**src/rtl/rgb_pwm_sequencer.sv**
```systemverilog
// rgb_pwm_sequencer: two debounced buttons drive a colour index that steps
// manually or on a periodic auto timer; each index bit lights one LED
// channel through a shared fixed-duty PWM.
module rgb_pwm_sequencer #(
  parameter int CHANNELS     = 3,
  parameter int BOUNCE_TICKS = 250,
  parameter int AUTO_TICKS   = 12_000_000,
  parameter int PWM_BITS     = 8,
  parameter int DUTY         = 2**PWM_BITS/4
) (
  input  logic                clk,
  input  logic                rst,
  input  logic                step_button,
  input  logic                mode_button,
  output logic [CHANNELS-1:0] rgb,
  output logic [CHANNELS-1:0] step_index,
  output logic                auto_mode
);

  localparam int DB_W = $clog2(BOUNCE_TICKS + 1);
  localparam int TM_W = $clog2(AUTO_TICKS + 1);
  localparam logic [DB_W-1:0]     DB_LAST  = DB_W'(BOUNCE_TICKS - 1);
  localparam logic [TM_W-1:0]     TM_LAST  = TM_W'(AUTO_TICKS - 1);
  // One extra bit so DUTY == 2**PWM_BITS (always on) is representable.
  localparam logic [PWM_BITS:0]   DUTY_CMP = (PWM_BITS + 1)'(DUTY);

  typedef enum logic {
    MANUAL = 1'b0,
    AUTO   = 1'b1
  } state_t;

  // Button 0 is step, button 1 is mode.
  logic [1:0] w_raw;
  logic [1:0] w_press;
  logic       w_step_press;
  logic       w_mode_press;

  assign w_raw        = {mode_button, step_button};
  assign w_step_press = w_press[0];
  assign w_mode_press = w_press[1];

  genvar gi;
  generate
    for (gi = 0; gi < 2; gi++) begin : g_btn
      logic            r_sync1;
      logic            r_sync2;
      logic            r_level;
      logic            r_level_d;
      logic [DB_W-1:0] r_cnt;

      // Synchronise the raw button, then accept a new level only after it has
      // disagreed with the current level for BOUNCE_TICKS cycles in a row.
      always_ff @(posedge clk) begin
        if (rst) begin
          r_sync1   <= 1'b0;
          r_sync2   <= 1'b0;
          r_level   <= 1'b0;
          r_level_d <= 1'b0;
          r_cnt     <= '0;
        end else begin
          r_sync1   <= w_raw[gi];
          r_sync2   <= r_sync1;
          r_level_d <= r_level;
          if (r_sync2 != r_level) begin
            if (r_cnt == DB_LAST) begin
              r_level <= r_sync2;
              r_cnt   <= '0;
            end else begin
              r_cnt <= r_cnt + 1'b1;
            end
          end else begin
            r_cnt <= '0;
          end
        end
      end

      // Rising edge of the debounced level is the one-cycle press pulse.
      assign w_press[gi] = r_level & ~r_level_d;
    end
  endgenerate

  state_t              r_state;
  logic [TM_W-1:0]     r_timer;
  logic [CHANNELS-1:0] r_step_index;
  logic                r_auto_mode;

  // Mode FSM with auto timer; a step press always wins over a coincident
  // timer expiry so the index moves by exactly one.
  always_ff @(posedge clk) begin
    if (rst) begin
      r_state      <= MANUAL;
      r_auto_mode  <= 1'b0;
      r_timer      <= '0;
      r_step_index <= '0;
    end else begin
      case (r_state)
        MANUAL: begin
          if (w_step_press) r_step_index <= r_step_index + 1'b1;
          if (w_mode_press) begin
            r_state     <= AUTO;
            r_auto_mode <= 1'b1;
            r_timer     <= '0;
          end
        end
        AUTO: begin
          if (w_mode_press) begin
            r_state     <= MANUAL;
            r_auto_mode <= 1'b0;
            r_timer     <= '0;
            if (w_step_press) r_step_index <= r_step_index + 1'b1;
          end else if (w_step_press) begin
            r_step_index <= r_step_index + 1'b1;
            r_timer      <= '0;
          end else if (r_timer == TM_LAST) begin
            r_step_index <= r_step_index + 1'b1;
            r_timer      <= '0;
          end else begin
            r_timer <= r_timer + 1'b1;
          end
        end
        default: begin
          r_state     <= MANUAL;
          r_auto_mode <= 1'b0;
          r_timer     <= '0;
        end
      endcase
    end
  end

  logic [PWM_BITS-1:0] r_pwm_cnt;
  logic [CHANNELS-1:0] r_rgb;
  logic                w_pwm_on;

  assign w_pwm_on = ({1'b0, r_pwm_cnt} < DUTY_CMP);

  // Free-running PWM counter and registered, gated LED drive.
  always_ff @(posedge clk) begin
    if (rst) begin
      r_pwm_cnt <= '0;
      r_rgb     <= '0;
    end else begin
      r_pwm_cnt <= r_pwm_cnt + 1'b1;
      r_rgb     <= r_step_index & {CHANNELS{w_pwm_on}};
    end
  end

  assign rgb        = r_rgb;
  assign step_index = r_step_index;
  assign auto_mode  = r_auto_mode;

endmodule

```
**config.mk**
```make
export PLATFORM = sky130hd
export DESIGN_NAME = rgb_pwm_sequencer
export DESIGN_NICKNAME = d
export VERILOG_FILES = /design/src/rtl/rgb_pwm_sequencer.sv
export SDC_FILE = /design/constraint.sdc
export NUM_CORES = 1
export LEC_CHECK = 0
export BUFFER_PORTS_ARGS = -buffer_cell sky130_fd_sc_hd__buf_2
export CELL_PAD_IN_SITES_DETAIL_PLACEMENT = 1
export CELL_PAD_IN_SITES_GLOBAL_PLACEMENT = 1
export CORE_ASPECT_RATIO = 1.4
export CORE_MARGIN = 4
export CORE_UTILIZATION = 53
export CTS_BUF_LIST = sky130_fd_sc_hd__clkbuf_8
export DETAILED_ROUTE_END_ITERATION = 6
export GPL_TIMING_DRIVEN = 0
export PLACE_DENSITY_LB_ADDON = 0.12
export RECOVER_POWER = 50
export SLEW_MARGIN = 15
export SYNTH_ARGS = -nofsm -noshare
export SYNTH_HDL_FRONTEND = slang
export SYNTH_SLANG_ARGS = --single-unit
```
**constraint.sdc**
```tcl
create_clock -name clk -period 4.9 [get_ports clk]
set_clock_uncertainty 0.2 [all_clocks]
set_input_delay 0.735 -clock clk [delete_from_list [all_inputs] [get_ports clk]]
set_output_delay 0.735 -clock clk [all_outputs]
set_load 0.01 [all_outputs]
```
==> qor.yml <==
outcome:
  outcome: "completed"
route:
  drt-total-wl_mm: 5.489
  wl_per_cell_um: 14.29
  drt_iter0_drc: 65
  firstDrtPassIters: 4
  vias_per_cell: 5.378
  antenna_left: 0
  drcViolationCount: 0
  vias: 2065
cts:
  cts_made_buffers: 9
  cts_max_path_buffers: 2
  holdBufCountCts: 0
  htreeDepth: 3
  cts_tree: "yes"
  clock_tree.root_cell: "clkbuf_8"
  post-cts-setup-buffers: 0
  cts_sinks: 64
  cts_resized: 0
  worst_skew_pair.late_latency_ps: 320
  cts.clk_slew.worst_paths_ps: 60
timing:
  tns_ps: 0
  drv_slew: 0
  max_slew_margin_pct: 50.13
  period_minus_slack_ps: 2768
  setup_ws_ps: 2132
  max_slew.worst_pin.slew_ps: 746.0
  min_period_over_period_pct: 56.50
  hold_viol: 0
  grt_setup_unrepaired: "false"
  finalSetupViolCount: 0
  fmax_mhz: 361.2
yosys:
  async_reset_ff_share_pct: 0
  syn_area_mm2: 0.002724
  synthTopCellsByArea: "dfxtp_1, nor2_1, xnor2_1"
  synth-xor-area-share_pct: 12.86
  synth.area.mux_share_pct: 1.102
  synthAdderAreaFrac_pct: 4.134
  synth_ff_type: "dfxtp_1"
  synth_top_family_by_area: "simple AND/OR/NAND/NOR gates"
  syn_inst: 296
  synth_top_area_share_pct: 47.04
  syn_area_per_cell_um2: 9.202
  synth.most_common_cell: "dfxtp_1"
  yosysUniqueCellTypes: 41
  syn-num-nets: 309
  synth_common_cells: "dfxtp_1, nor2_1, xnor2_1, nand3_1, nand2_1"
  yosysWarnings: 0
  ys_seq_area_share_pct: 47.04
  synth-edff-count: 0
  synth_simple_gate_area_share_pct: 28.85
  ys_seq_elements: 64
  synth-compound-area-share_pct: 3.675
  yosys.area.top_type: "dfxtp_1"
die:
  ioPinCount: 11
  start_util_pct: 55.39
  rows: 30
  dieArea_mm2: 0.006367
  coreArea_mm2: 0.004917
  die_w_um: 68.59
  fp.dieH_um: 92.83
worst_hold_path:
  min_from: "g_btn[0].r_sync1"
  hold_path_class: "flip-flop to flip-flop"
  holdPathStages: 1
  hold_end: "g_btn[0].r_sync2"
critical_path:
  crit_arrival_ps: 2780
  reg2reg_slack_ps: 2130
  r2r_cells: 8
  criticalPathCategory: "flip-flop to flip-flop"
  startpoint_type: "flip-flop"
  endpoint_kind: "flip-flop"
  required_ps: 4920
  cp_max_fo: 10
  r2r_end: "r_timer[23]"
  r2r-start: "g_btn[1].r_level"
global_route:
  grt_overflow: 0
  grt_max_degree: 11
  grt_pass1_wl_mm: 9.611
  grt_pass1_vias: 2183
  antenna_found_initial: 0
  grt_usage_pct: 20.12
place:
  dp_hpwl_mm: 4.036
  io_buffers: 10
  place_congestion: 0.7223
  post-place-ws_ps: 2122
cells_and_area:
  diodes: 0
  layout.nets: 330
  syn_to_final_growth_pct: 10.47
  drive_gt1_share_pct: 8.438
pwr:
  powerDensity_mw_per_mm2: 312.0
  power.leakage_nw: 1.062
  peakVddDrop_v: 0.0001948
flow_run:
  cap_violations: 0
-- cell type report --
type,count,area [um2]
fill,614,1908
multi-input combinational,218,1379
sequential,64,1281
clock buffer,12,165.2
tap,64,80.08
timing repair buffer,10,40.04
inverter,8,30.03
buffer,6,26.28
clock inverter,2,7.507
-- cell usage in the layout (no fill, tap or decap), types with 8 or more instances in the layout --
cell type	synthesis	layout
xor2_1	17	17
xnor2_1	23	23
dfxtp_1	64	64
nand2_1	19	19
clkbuf_1	4	13
nand3_1	20	20
nand4_1	8	8
clkbuf_8	0	12
ha_1	9	9
nor2b_1	10	10
inv_1	8	10
nor2_1	57	57
-- worst max-delay path, stage by stage (launching register included) --
cell	delay (ps)
dfxtp_1	370
or2b_2	350
ha_1	210
clkbuf_1	210
and3b_1	320
nand4_1	340
nor4_1	430
xnor2_1	160
nor2_1	60
-- power breakdown --
group	switching, W	leakage [nW]	internal (W)
registers	0.00000337	0.517	0.000525
clock network	0.000177	0.0969	0.000216
logic	0.0000110	0.449	0.00000671
total	0.000191	1.06	0.000748
-- worst max-delay path by stage --
| stage | startpoint | endpoint | slack, ps | depth (start not counted) |
|---|---|---|---|---|
| finish | g_btn[1].r_level | r_timer[23] | 2130 | 8 |
| detailed placement | g_btn[1].r_level | r_timer[21] | 2120 | 8 |
| floorplan | g_btn[1].r_level | r_timer[23] | 2470 | 8 |
| CTS | g_btn[1].r_level | r_timer[23] | 2100 | 8 |
| global placement | g_btn[1].r_level | r_timer[23] | 2130 | 8 |
| global route | g_btn[1].r_level | r_timer[21] | 1930 | 8 |
-- flip-flops by register name, summed over array words and instances (netlist names) --
signal	cells
r_timer	24
g_btn.r_cnt	16
r_pwm_cnt	8
rgb	3
step_index	3
g_btn.r_level	2
g_btn.r_level_d	2
g_btn.r_sync1	2
g_btn.r_sync2	2
auto_mode	1
r_state	1
-- metal layers --
| metal | global-route usage, % | wire length [um] | up-vias |
|---|---|---|---|
| met2 | 35.46 | 3066 | 21 |
| met1 | 21.46 | 2211 | 999 |
| li1 | - | - | 1035 |
| met3 | 6.311 | 122 | 10 |
| met4 | 7.629 | 89 | 0 |
| met5 | 0 | 0 | - |
-- per-stage QoR --
step / hold WS [ps] / instances / cell area, um2 / power, W / utilization [%]
floorplan: 213.2 / 296 / 2724 / 0.0005520 / -
global placement: 218.3 / 370 / 2854 / 0.0005583 / 58.04
detailed placement: 231.1 / 370 / 2854 / 0.0005586 / 58.04
CTS: 245.8 / 384 / 3027 / 0.0009509 / 61.55
global route: 255.8 / 384 / 3009 / 0.0009849 / 61.20
finish: 238.8 / 384 / 3009 / 0.0009389 / 61.20
-- kinds of logic (layout without fill, tap and decap cells) --
family / count (synthesis) / after routing
buf+inv: 14 / 38
flops: 64 / 64
compound gates: 15 / 15
fa+ha+maj: 9 / 9
simple gates: 151 / 151
xor+xnor: 40 / 40
mux: 3 / 3
No activity file was read; power rests on OpenSTA's default activity.
